<file path="src/rtl/multiply.sv">
// Sequential shift-add multiply-accumulate: product = multiplicand * multiplier + addend.
// Start/busy/done handshake with a fixed latency of WIDTH+1 cycles from the start edge to done.
//
// state | meaning
// IDLE  | waiting for start
// RUN   | one multiplier bit per cycle, LSB first, WIDTH cycles
// DONE  | done pulse; product valid; a new start is accepted here as in IDLE
module multiply #(
   parameter int WIDTH = 3
) (
   input  logic               clk,
   input  logic               rst_n,
   input  logic               start,
   input  logic [WIDTH-1:0]   multiplicand,
   input  logic [WIDTH-1:0]   multiplier,
   input  logic [WIDTH-1:0]   addend,
   output logic               busy,
   output logic               done,
   output logic [2*WIDTH-1:0] product,
   output logic               rem_invalid
);

   localparam int CW = $clog2(WIDTH) + 1;
   localparam logic [CW-1:0] LAST = CW'(WIDTH - 1);

   typedef enum logic [1:0] {IDLE, RUN, DONE} state_t;

   state_t             state;
   logic [2*WIDTH-1:0] acc;
   logic [2*WIDTH-1:0] acc_next;
   logic [2*WIDTH-1:0] mcand_sh;
   logic [WIDTH-1:0]   mplier_sh;
   logic [CW-1:0]      count;
   logic               rem_flag;

   // The 2W-bit sum cannot overflow: the worst case is 2^2W - 2^W.
   always_comb begin
      acc_next = acc;
      if (mplier_sh[0])
         acc_next = acc + mcand_sh;
   end

   always_ff @(posedge clk or negedge rst_n) begin
      if (!rst_n) begin
         state       <= IDLE;
         acc         <= '0;
         mcand_sh    <= '0;
         mplier_sh   <= '0;
         count       <= '0;
         rem_flag    <= 1'b0;
         busy        <= 1'b0;
         done        <= 1'b0;
         product     <= '0;
         rem_invalid <= 1'b0;
      end else begin
         case (state)
            IDLE, DONE: begin
               done <= 1'b0;
               if (start) begin
                  acc       <= {{WIDTH{1'b0}}, addend};
                  mcand_sh  <= {{WIDTH{1'b0}}, multiplicand};
                  mplier_sh <= multiplier;
                  count     <= '0;
                  rem_flag  <= (addend >= multiplier);
                  busy      <= 1'b1;
                  state     <= RUN;
               end else begin
                  state <= IDLE;
               end
            end
            RUN: begin
               acc       <= acc_next;
               mcand_sh  <= mcand_sh << 1;
               mplier_sh <= mplier_sh >> 1;
               count     <= count + 1'b1;
               // Flag is published together with the product so both stay coherent until the next result.
               if (count == LAST) begin
                  product     <= acc_next;
                  rem_invalid <= rem_flag;
                  busy        <= 1'b0;
                  done        <= 1'b1;
                  state       <= DONE;
               end
            end
            default: begin
               busy  <= 1'b0;
               done  <= 1'b0;
               state <= IDLE;
            end
         endcase
      end
   end

endmodule

</file>
<file path="config.mk">
export PLATFORM = sky130hd
export DESIGN_NAME = multiply
export DESIGN_NICKNAME = d
export VERILOG_FILES = /design/src/rtl/multiply.sv
export SDC_FILE = /design/constraint.sdc
export NUM_CORES = 1
export LEC_CHECK = 0
export CAP_MARGIN = 0
export CORE_MARGIN = 1.5
export CORE_UTILIZATION = 30
export CTS_CLUSTER_DIAMETER = 50
export CTS_CLUSTER_SIZE = 25
export DETAILED_ROUTE_END_ITERATION = 12
export GPL_ROUTABILITY_DRIVEN = 0
export PLACE_DENSITY = 0.5
export SLEW_MARGIN = 20
export SYNTH_ARGS = -nofsm -noshare
export SYNTH_HDL_FRONTEND = slang
export SYNTH_SLANG_ARGS = --single-unit
export TNS_END_PERCENT = 1
</file>
<file path="constraint.sdc">
create_clock -name clk -period 3.3 [get_ports clk]
set_input_delay 0.66 -clock clk [delete_from_list [all_inputs] [get_ports clk]]
set_output_delay 0.66 -clock clk [all_outputs]
set_load 0.02 [all_outputs]
</file>
* Yosys cells after proc, flatten, opt, wreduce, memory -nomap -nowiden
Cells that the tools add are included.
** Word-level totals
- Output and inout port bits :: 9
- Register bits :: 30
- Input bits :: 12
** Cells by class
- $lt $le $gt $ge :: 1
- Mux-type cells :: 17
- $add $sub $neg :: 2
- Eq/ne operators :: 5
- Reductions and logical operators :: 7
** Operator list (count)
- 6-bit case mux with 2 select lines :: 2
- 6-bit 2-to-1 mux :: 3
- 3-bit case mux with 2 select lines :: 2
- 2-bit AND reduction :: 4
- 6-bit adder :: 1
- 3-bit 2-to-1 mux :: 2
- 1-bit 2-to-1 mux :: 5
- 2-bit != test, second input constant :: 2
- 2-bit case mux with 2 select lines :: 1
- 3-bit by 1-bit adder with 3-bit output, second input constant :: 1
- 3-bit by 2-bit == test with 1-bit output, second input constant :: 1
- 3-bit greater-or-equal comparator :: 1
- 2-bit by 1-bit == test with 1-bit output, second input constant :: 1
- 2-bit == test, second input constant :: 1
- 2-bit logical NOT :: 1
- 2-bit 2-to-1 mux :: 1
- 1-bit case mux with 2 select lines :: 1
- 2-bit nonzero test :: 1
- 2-bit OR reduction :: 1

* Depth between registers and ports, before layout
- Depth after elaboration :: 4
- Depth in mapped cells :: 8

* Worst setup path after synthesis
OpenSTA, ideal clock, no wires.
- Path kind :: reg-to-reg
- Start :: reg acc[3]
- End :: reg product[5]
- Cell stages (with the launch flop) :: 7
- Arrival :: 1.647 ns
- Setup time :: 0.068 ns
- Setup slack :: 1.585 ns
- Path buffers :: 0
- Cell sequence :: dfrtp_1 ha_1 and2_4 a221oi_2 nand4_1 a211o_1 nand3_1
** On the way
- Cells in the longest elaborated chain, start to end :: 2
** RTL lines
- from (decl) :: RTL line 29 : logic [2*WIDTH-1:0] acc;
- from (signal assigned) :: RTL line 60 : acc <= {{WIDTH{1'b0}}, addend};
- from (signal assigned) :: RTL line 72 : acc <= acc_next;
- 6-bit adder :: RTL line 40 : acc_next = acc + mcand_sh;
- 6-bit 2-to-1 mux :: RTL line 39 : if (mplier_sh[0])
- to (signal assigned) :: RTL line 78 : product <= acc_next;
- to (decl) :: RTL line 19 : output logic [2*WIDTH-1:0] product,
No other way between the ends.
A chain may end at the register's enable or synchronous reset.

* Final worst setup path
- Start :: in start
- End :: reg acc[5]
** On the way
- Cells in the longest elaborated chain, start to end :: 2
** RTL lines
- from (decl) :: RTL line 13 : input logic start,
- 2-bit != test (no line)
- 2-bit AND reduction (no line)
No other way between the ends.

==> flow_metrics.env <==
export IMPL_internal_power_mw=1.130
export IMPL_synthDominantCellAreaShare=0.4870
export IMPL_cts_buffers=5
export IMPL_p_leak_nw=0.8429
export IMPL_cp_slowest_stage_delay_ns=0.54
export IMPL_postCtsSetupRepairBufs=0
export IMPL_antenna_found_initial=0
export IMPL_finalWirelength_um=3390
export IMPL_rows=25
export IMPL_gr_total_overflow=0
export IMPL_relSlewSlack=0.5458
export IMPL_dr_total_vias=1147
export IMPL_synth_fp_nets=169
export IMPL_wl_per_cell_um=14.24
export IMPL_synth_area_per_cell_um2=10.21
export IMPL_power_density_nw_per_um2=1028
export IMPL_netlist_top_cells_area="dfrtp_1, ha_1, nand2_1"
export IMPL_syn_inst=146
export IMPL_p_comb_frac=0.501
export IMPL_final_antenna_net_count=0
export IMPL_place_area_um2=1775
export IMPL_dp_hpwl_um=2441
export IMPL_finalClockSkew_ns=0.004552
export IMPL_rsz0062_at_grt="false"
export IMPL_ctsResizeCount=0
export IMPL_clkSinkCount=29
export IMPL_grt_max_degree=30
export IMPL_clk_latency_ns=0.28
export IMPL_ys_ff_latch=29
export IMPL_hold_violations=0
export IMPL_layout_drive_gt1_share=0.08187
export IMPL_coreArea_um2=4755
export IMPL_grt_pass1_wl_um=5837
export IMPL_hp_class="flop to flop"
export IMPL_final_nets=194
export IMPL_place_ws_ns=1.030
export IMPL_portBuffers=20
export IMPL_tns_ns=0
export IMPL_power_switching_uw=783.7
export IMPL_peakVddDrop_v=0.0003928
export IMPL_drc=0
export IMPL_cp_max_fo=9
export IMPL_end_kind="flop"
export IMPL_period_share=0.6071
export IMPL_max_freq_mhz=499.2
export IMPL_clkPwrFrac=0.154
export IMPL_fin_ws_ns=1.297
export IMPL_final_max_slew_viol_count=0
export IMPL_cts_tree="yes"
export IMPL_synth_most_common_cell="dfrtp_1"
export IMPL_grtUsageTotal=0.1466
export IMPL_io_pins=21
export IMPL_cts_root_buf="clkbuf_8"
export IMPL_synth_edff_count=0
export IMPL_die_x_um=73.48
export IMPL_ys_warn_count=0
export IMPL_switching_share=0.4096
export IMPL_outcome="finished, final reports clean"
export IMPL_setup_violations=0
export IMPL_synthDistinctLibCells=33
export IMPL_dieArea_um2=5399
export IMPL_finalPower_mw=1.913
export IMPL_cp_required_ns=3.50
export IMPL_syn_cell_area_um2=1490
export IMPL_first_global_vias=1193
export IMPL_startpoint_type="input pin"
export IMPL_tightest_slew_ns=0.6788
export IMPL_cp_cell_sequence="clkdlybuf4s50_1 -> nor2b_1 -> buf_4 -> nor2_1 -> a31oi_1 -> o21ai_0"
export IMPL_synth_async_sr_flop_share=1.000
export IMPL_htree_levels=2
export IMPL_yosysSeqAreaShare=0.4870
export IMPL_min_period_ns=2.003
export IMPL_final_util=0.3916
export IMPL_clock_path_buffers=2
export IMPL_synth_flop_cell="dfrtp_1"
export IMPL_first_pass_iters=4
export IMPL_die_h_um=73.48
export IMPL_antenna_diode_count=0
export IMPL_yosys_area_top_type="dfrtp_1"
export IMPL_clkTransAtPathRegs_ns=0.06
export IMPL_worstSetupPathType="input pin to flop"
export IMPL_arrival_ns=2.20
export IMPL_synth_commonest_cells="dfrtp_1, nand2_1, nor2_1, ha_1"
export IMPL_seq_power_share=0.345
export IMPL_ctsHoldBuffers=0
export IMPL_post_route_cell_area_um2=1862
export IMPL_max_cap_viol_count=0
export IMPL_critPathSlowestCell="nor2_1"
export IMPL_start_util=0.3134
export IMPL_area_growth_pct=24.94
export IMPL_drtIter0Drc=35
export IMPL_viasPerCell=4.819
-- power by group through the flow --
stage | sequential, mW | combinational [mW] | clock [mW]
final | 0.660 | 0.958 | 0.295
after floorplan | 0.683 | 0.637 | 0
after detailed placement | 0.662 | 0.969 | 0
after CTS | 0.660 | 0.974 | 0.303
after global routing | 0.685 | 1.08 | 0.321
after global placement | 0.661 | 0.956 | 0
-- critical path, delay by kind of cell --
family	cells	cell delay, ns
simple gates	2	0.69
compound gates	2	0.24
buf+inv	2	0.60
-- cells by family after synthesis --
group                      share of synthesized area
adders and majority gates                    0.09740
and+or+nand+nor                               0.1360
buffers and inverters                        0.03946
AOI/OAI and AO/OA                             0.1872
DFF                                           0.4870
xor gates and xnor gates                     0.01764
muxes                                        0.03526
-- final cells by class --
class | count | area [um^2]
fillers | 483 | 2893
flip-flops and latches | 29 | 725.7
multi-input cells | 102 | 705.7
repair buffers | 23 | 222.7
clock buffers | 7 | 86.33
well taps | 67 | 83.83
inverters | 10 | 37.54
-- layer usage --
layer  track usage  wire [um]
met5             0          0
met4       0.04938         50
met3       0.04252        162
met2        0.2192       1515
met1        0.2029       1661
-- registers in the layout (all words and copies together) (netlist names) --
name,cells
done,1
product,6
mplier_sh,3
mcand_sh,6
acc,6
count,3
rem_invalid,1
busy,1
rem_flag,1
state,1
-- per-stage QoR --
stage	instances	hold WS [ns]
after floorplan	146	0.3644
after global placement	231	0.4678
after detailed placement	231	0.4748
after CTS	238	0.4878
after global routing	238	0.5216
final	238	0.4774
-- worst paths after layout --
check / from / to / slack (ns) / depth (start not counted)
min in group asynchronous: rst_n / done$_DFFE_PN0P_ / 0.78 / 2
max reg2reg: acc[3]$_DFFE_PN0P_ / product[5]$_DFFE_PN0P_ / 1.41 / 6
max: start / acc[5]$_DFFE_PN0P_ / 1.30 / 6
min reg2reg: product[5]$_DFFE_PN0P_ / product[5]$_DFFE_PN0P_ / 0.48 / 2
min: product[5]$_DFFE_PN0P_ / product[5]$_DFFE_PN0P_ / 0.48 / 2
max in group asynchronous: rst_n / mcand_sh[4]$_DFFE_PN0P_ / 2.24 / 2
-- cells in the final DEF (no fill, tap or decap), drive strengths merged, types with 2 or more instances in the layout --
| cell type | Yosys | routed |
|---|---|---|
| nand4 | 2 | 2 |
| nor2b | 5 | 5 |
| o21a | 2 | 2 |
| clkdlybuf4s50 | 0 | 20 |
| o21ai | 7 | 7 |
| xor2 | 2 | 2 |
| clkbuf | 3 | 7 |
| mux2i | 3 | 3 |
| ha | 10 | 10 |
| nor2 | 13 | 13 |
| a211o | 4 | 4 |
| nand2b | 4 | 4 |
| o22ai | 3 | 3 |
| mux2 | 2 | 2 |
| inv | 10 | 10 |
| a22o | 5 | 5 |
| a221o | 2 | 2 |
| a21oi | 9 | 9 |
| nand2 | 14 | 14 |
| a31oi | 3 | 3 |
| buf | 2 | 3 |
| dfrtp | 29 | 29 |
| nand3 | 2 | 2 |
| a21o | 2 | 2 |
Note: power is estimated with default switching activity, not from simulation.
==> patch 1: new RTL, config.mk and constraints unchanged <==
Register the output `product` once more, with the module's reset; this adds one clock of latency there. The other outputs are not delayed to match.
--- a/src/rtl/multiply.sv
+++ b/src/rtl/multiply.sv
@@ -25,6 +25,8 @@
 
    typedef enum logic [1:0] {IDLE, RUN, DONE} state_t;
 
+   logic [2*WIDTH-1:0] product_s0;
+
    state_t             state;
    logic [2*WIDTH-1:0] acc;
    logic [2*WIDTH-1:0] acc_next;
@@ -50,7 +52,7 @@
          rem_flag    <= 1'b0;
          busy        <= 1'b0;
          done        <= 1'b0;
-         product     <= '0;
+         product_s0  <= '0;
          rem_invalid <= 1'b0;
       end else begin
          case (state)
@@ -75,7 +77,7 @@
                count     <= count + 1'b1;
                // Flag is published together with the product so both stay coherent until the next result.
                if (count == LAST) begin
-                  product     <= acc_next;
+                  product_s0  <= acc_next;
                   rem_invalid <= rem_flag;
                   busy        <= 1'b0;
                   done        <= 1'b1;
@@ -91,5 +93,13 @@
       end
    end
 
+   always_ff @(posedge clk or negedge rst_n) begin
+      if (!rst_n) begin
+         product <= '0;
+      end else begin
+         product <= product_s0;
+      end
+   end
+
 endmodule
 
Check against the original RTL: not equivalent (a bounded check fails within 10 cycles, from zero or initial values and one cycle with rst_n low).
==> patch 1 against the original RTL <==
  * Sequential cell count is 6 higher
  * First-iteration DRC count is 80% higher
  * Wire length is 8.3% higher
  * Critical endpoint is now acc[1]$_DFFE_PN0P_
  * Power is 11% higher
  * Clock skew is 5.3 ps higher
  * Final area is 12% higher
  * Area after synthesis is 12% higher
  * Register-to-register slack worse by 80 ps
  * Setup slack better by 25 ps
  * Critical path depth stayed put
==> patch 1: results (changes against the original RTL) <==
[synthesis]
synth_area_leaders = dfrtp_1 53%, ha_1 7.5%, nand2_1 3.6%, a21oi_1 3.0%, nor2_1 2.7%  ; was dfrtp_1 49%, ha_1 8.4%, nand2_1 3.5%, nor2_1 3.3%, a21oi_1 3.0%
synth-xor-area-share_pct = 1.575  ; was 1.763%
synth_fa_ha_area_share_pct = 8.702  ; was 9.740%
yosys.cell_types.count = 36  ; was 33
seq_area_frac_synth_pct = 52.51  ; was 48.70%
synthesis.nets = 179  ; was 169
synth.area.mux_share_pct = 3.751  ; was 3.526%
synth_common_cells = 35 x dfrtp_1, 16 x nand2_1, 12 x nor2_1, 11 x inv_1  ; was 29 x dfrtp_1, 14 x nand2_1, 13 x nor2_1, 10 x ha_1

[placed_design]
dpl_cell_area_um2 = 1948  ; was 1775 um^2
dp_hpwl_um = 2629  ; was 2441 um

[min_path]
min_from = product_s0[3]$_DFFE_PN0P_  ; was product[5]$_DFFE_PN0P_
whs_path_depth = 0  ; was 2

[timing]
worst_pin_slew_ps = 456.9  ; was 678.8 ps
fin_skew_ps = 9.842  ; was 4.552 ps

[routing]
via_count = 1206  ; was 1147
drtIter0Drc = 63  ; was 35
totalWireLength_um = 3670  ; was 3390 um
routed-wl-met3_um = 159  ; was 162 um
wl_met2_um = 1791  ; was 1515 um

[setup_path]
reg2reg_depth = 4  ; was 6
cp_max_fo = 11  ; was 9
r2r-start = state[1]$_DFFE_PN0P_  ; was acc[3]$_DFFE_PN0P_
rrSetupSlack_ps = 1330  ; was 1410 ps

[finish]
nNetsFinal = 203  ; was 194
final_layout_size_suffix_gt1_share_pct = 8.840  ; was 8.187%

[global_route]
gr-usage-met2_pct = 22.63  ; was 21.92%
grt_max_degree = 36  ; was 30
grt_first_pass_wirelength_um = 6368  ; was 5837 um
grtUsageMet1_pct = 17.97  ; was 20.29%
grt_pass1_vias = 1259  ; was 1193

[status]
status = finished, final reports clean  ; unchanged

[pwr]
p_leak_uw = 0.0009474  ; was 0.0008429 uW

-- patch 1: where the power goes --
group	internal, uW	switching (uW)	leakage, uW	total [uW]
Combinational	404	503	0.000449	907
Clock	302	159	0.0000654	461
Sequential	623	138	0.000433	761
Total	1330	800	0.000947	2130
-- patch 1: layout make-up --
cell class	count	area, um^2	area share [%]
inverters	11	41.29	1.984
multi-input cells	105	728.2	35.00
repair buffers	22	215.2	10.34
well taps	70	87.58	4.209
clock buffers	6	72.57	3.488
flip-flops and latches	35	875.8	42.09
clock inverters	2	60.06	2.886
-- patch 1: metrics by stage --
step           utilization, %  worst slack, ps  hold slack [ps]  std cells
2_1_floorplan               -             1566            350.1        156
3_3_place_gp            37.20             1047            357.9        243
3_5_place_dp            37.20             1027            363.0        243
4_1_cts                 39.73             1294            379.1        251
5_1_grt                 39.73             1185            393.4        251
6_report                39.73             1322            375.6        251
-- patch 1: critical path: stages --
cell and delay [ps]:
clkdlybuf4s50_1 490, nor2b_1 140, buf_4 180, nor2_2 110, a21o_1 250, a221o_1 310
==> patch 2: new RTL, same flow settings <==
Without the edit above. The 3 states of `state_t` get a one-hot encoding in 3 bits.
--- a/src/rtl/multiply.sv
+++ b/src/rtl/multiply.sv
@@ -23,7 +23,7 @@
    localparam int CW = $clog2(WIDTH) + 1;
    localparam logic [CW-1:0] LAST = CW'(WIDTH - 1);
 
-   typedef enum logic [1:0] {IDLE, RUN, DONE} state_t;
+   typedef enum logic [2:0] {IDLE = 3'b001, RUN = 3'b010, DONE = 3'b100} state_t;
 
    state_t             state;
    logic [2*WIDTH-1:0] acc;
Check against the original RTL: same outputs for any inputs over 10 cycles, from zero or initial values and one cycle with rst_n low; not proved beyond that.
==> patch 2 against the original RTL <==
  * Setup slack got worse by 56 ps
  * Highest routed layer unchanged
  * Wire length rose by 7.0%
  * Final area grew 7.3%
  * Area after synthesis rose by 10%
  * Clock skew shrank 2.1 ps
  * Largest cell class unchanged
  * Count of clock-buffer cells in the layout increased by 1
  * Sequential share of layout area fell by 0.093 points
  * Sequential cell count up 2
  * Power fell by 4.4%
==> patch 2: results (changes against the original RTL) <==
[finish]
clk_share_pct = 5.009  ; was 4.637%
nonClkBufAreaFrac_pct = 10.39  ; was 11.96%
nNetsFinal = 210  ; was 194
fill_cells = 534  ; was 483
final.clkbuf_count = 8  ; was 7
multi_input_area_um2 = 774.5  ; was 705.7 um^2
seq_share_pct = 38.89  ; was 38.98%
layout.cells.non_filler = 258  ; was 238
inv_count = 13  ; was 10
seq_area_um2 = 777.0  ; was 725.7 um^2
nMultiInputCombCells = 115  ; was 102
buffers = 21  ; was 23

[routing]
drtIter0Drc = 73  ; was 35
via_count = 1228  ; was 1147
totalWireLength_um = 3626  ; was 3390 um

[setup_path]
reg2reg_depth = 6  ; unchanged
cp_max_fo = 18  ; was 9
arrival_ps = 2230  ; was 2200 ps

[synthesis]
seq_area_frac_synth_pct = 47.30  ; was 48.70%
synthesis.nets = 187  ; was 169
yosys.cell_types.count = 42  ; was 33
syn_inst = 164  ; was 146
synth_area_leaders = dfrtp_1 46%, ha_1 7.6%, nand2_1 4.6%, nand3_1 3.4%, inv_1 2.5%  ; was dfrtp_1 49%, ha_1 8.4%, nand2_1 3.5%, nor2_1 3.3%, a21oi_1 3.0%
synth_common_cells = 30 x dfrtp_1, 20 x nand2_1, 11 x inv_1, 11 x nand3_1, 11 x nor2_1  ; was 29 x dfrtp_1, 14 x nand2_1, 13 x nor2_1, 10 x ha_1
synth-xor-area-share_pct = 1.599  ; was 1.763%
synth_fa_ha_area_share_pct = 8.835  ; was 9.740%
synth_compound_area_share_pct = 16.37  ; was 18.72%

[timing]
fin_skew_ps = 2.432  ; was 4.552 ps
worst_pin_slew_ps = 739.9  ; was 678.8 ps
finalCritPeriodShare_pct = 62.40  ; was 60.71%
hold_slack_ps = 483.0  ; was 477.4 ps

[min_path]
hold_class = register to register  ; unchanged
min_from = product[0]$_DFFE_PN0P_  ; was product[5]$_DFFE_PN0P_
min_to = product[0]$_DFFE_PN0P_  ; was product[5]$_DFFE_PN0P_

[global_route]
antenna_found_initial = 0  ; unchanged
grt_first_pass_wirelength_um = 6389  ; was 5837 um
grt_pass1_vias = 1323  ; was 1193
grt_max_degree = 32  ; was 30
grtUsageTotal_pct = 13.94  ; was 14.66%

[status]
status = finished, final reports clean  ; unchanged

[pwr]
ir_drop_mv = 0.3597  ; was 0.3928 mV
power.total_uw = 1830  ; was 1913 uW
comb_power_uw = 829  ; was 958 uW
p_sw_share_pct = 39.84  ; was 40.96%
p_leak_uw = 0.0009197  ; was 0.0008429 uW
seq-power_uw = 665  ; was 660 uW

[clock_network]
clock_sinks = 31  ; was 29

[placed_design]
dp_hpwl_um = 2590  ; was 2441 um
place_ws_ps = 946.3  ; was 1030 ps
dpl_cell_area_um2 = 1898  ; was 1775 um^2
dpl.cell_count = 250  ; was 231

## patch 2: cell types whose count changed after synthesis, sizes merged, moves of 2 or more
cell | unedited run | this run
a21oi | 9 | 7
a22o | 5 | 1
and2b | 0 | 2
buf | 2 | 5
clkbuf | 3 | 0
inv | 10 | 13
nand2 | 14 | 22
nand3 | 2 | 11
nor2 | 13 | 11
nor2b | 5 | 3
o21ai | 7 | 10
o22ai | 3 | 5
## patch 2: routing by layer
| layer | vias up | wire [um] | global-route usage [%] |
|---|---|---|---|
| met3 | 5 | 129 | 3.214 |
| met1 | 577 | 1760 | 18.59 |
| li1 | 624 | - | - |
| met5 | - | 0 | 0 |
| met4 | 0 | 47 | 5.455 |
| met2 | 22 | 1688 | 21.86 |
## patch 2: worst max-delay path: stages
cell and delay [ps]:
clkdlybuf4s50_1 480, and2b_1 170, nand2b_1 410, nand2_4 240, inv_4 60, a31oi_1 140
o21ai_1 70
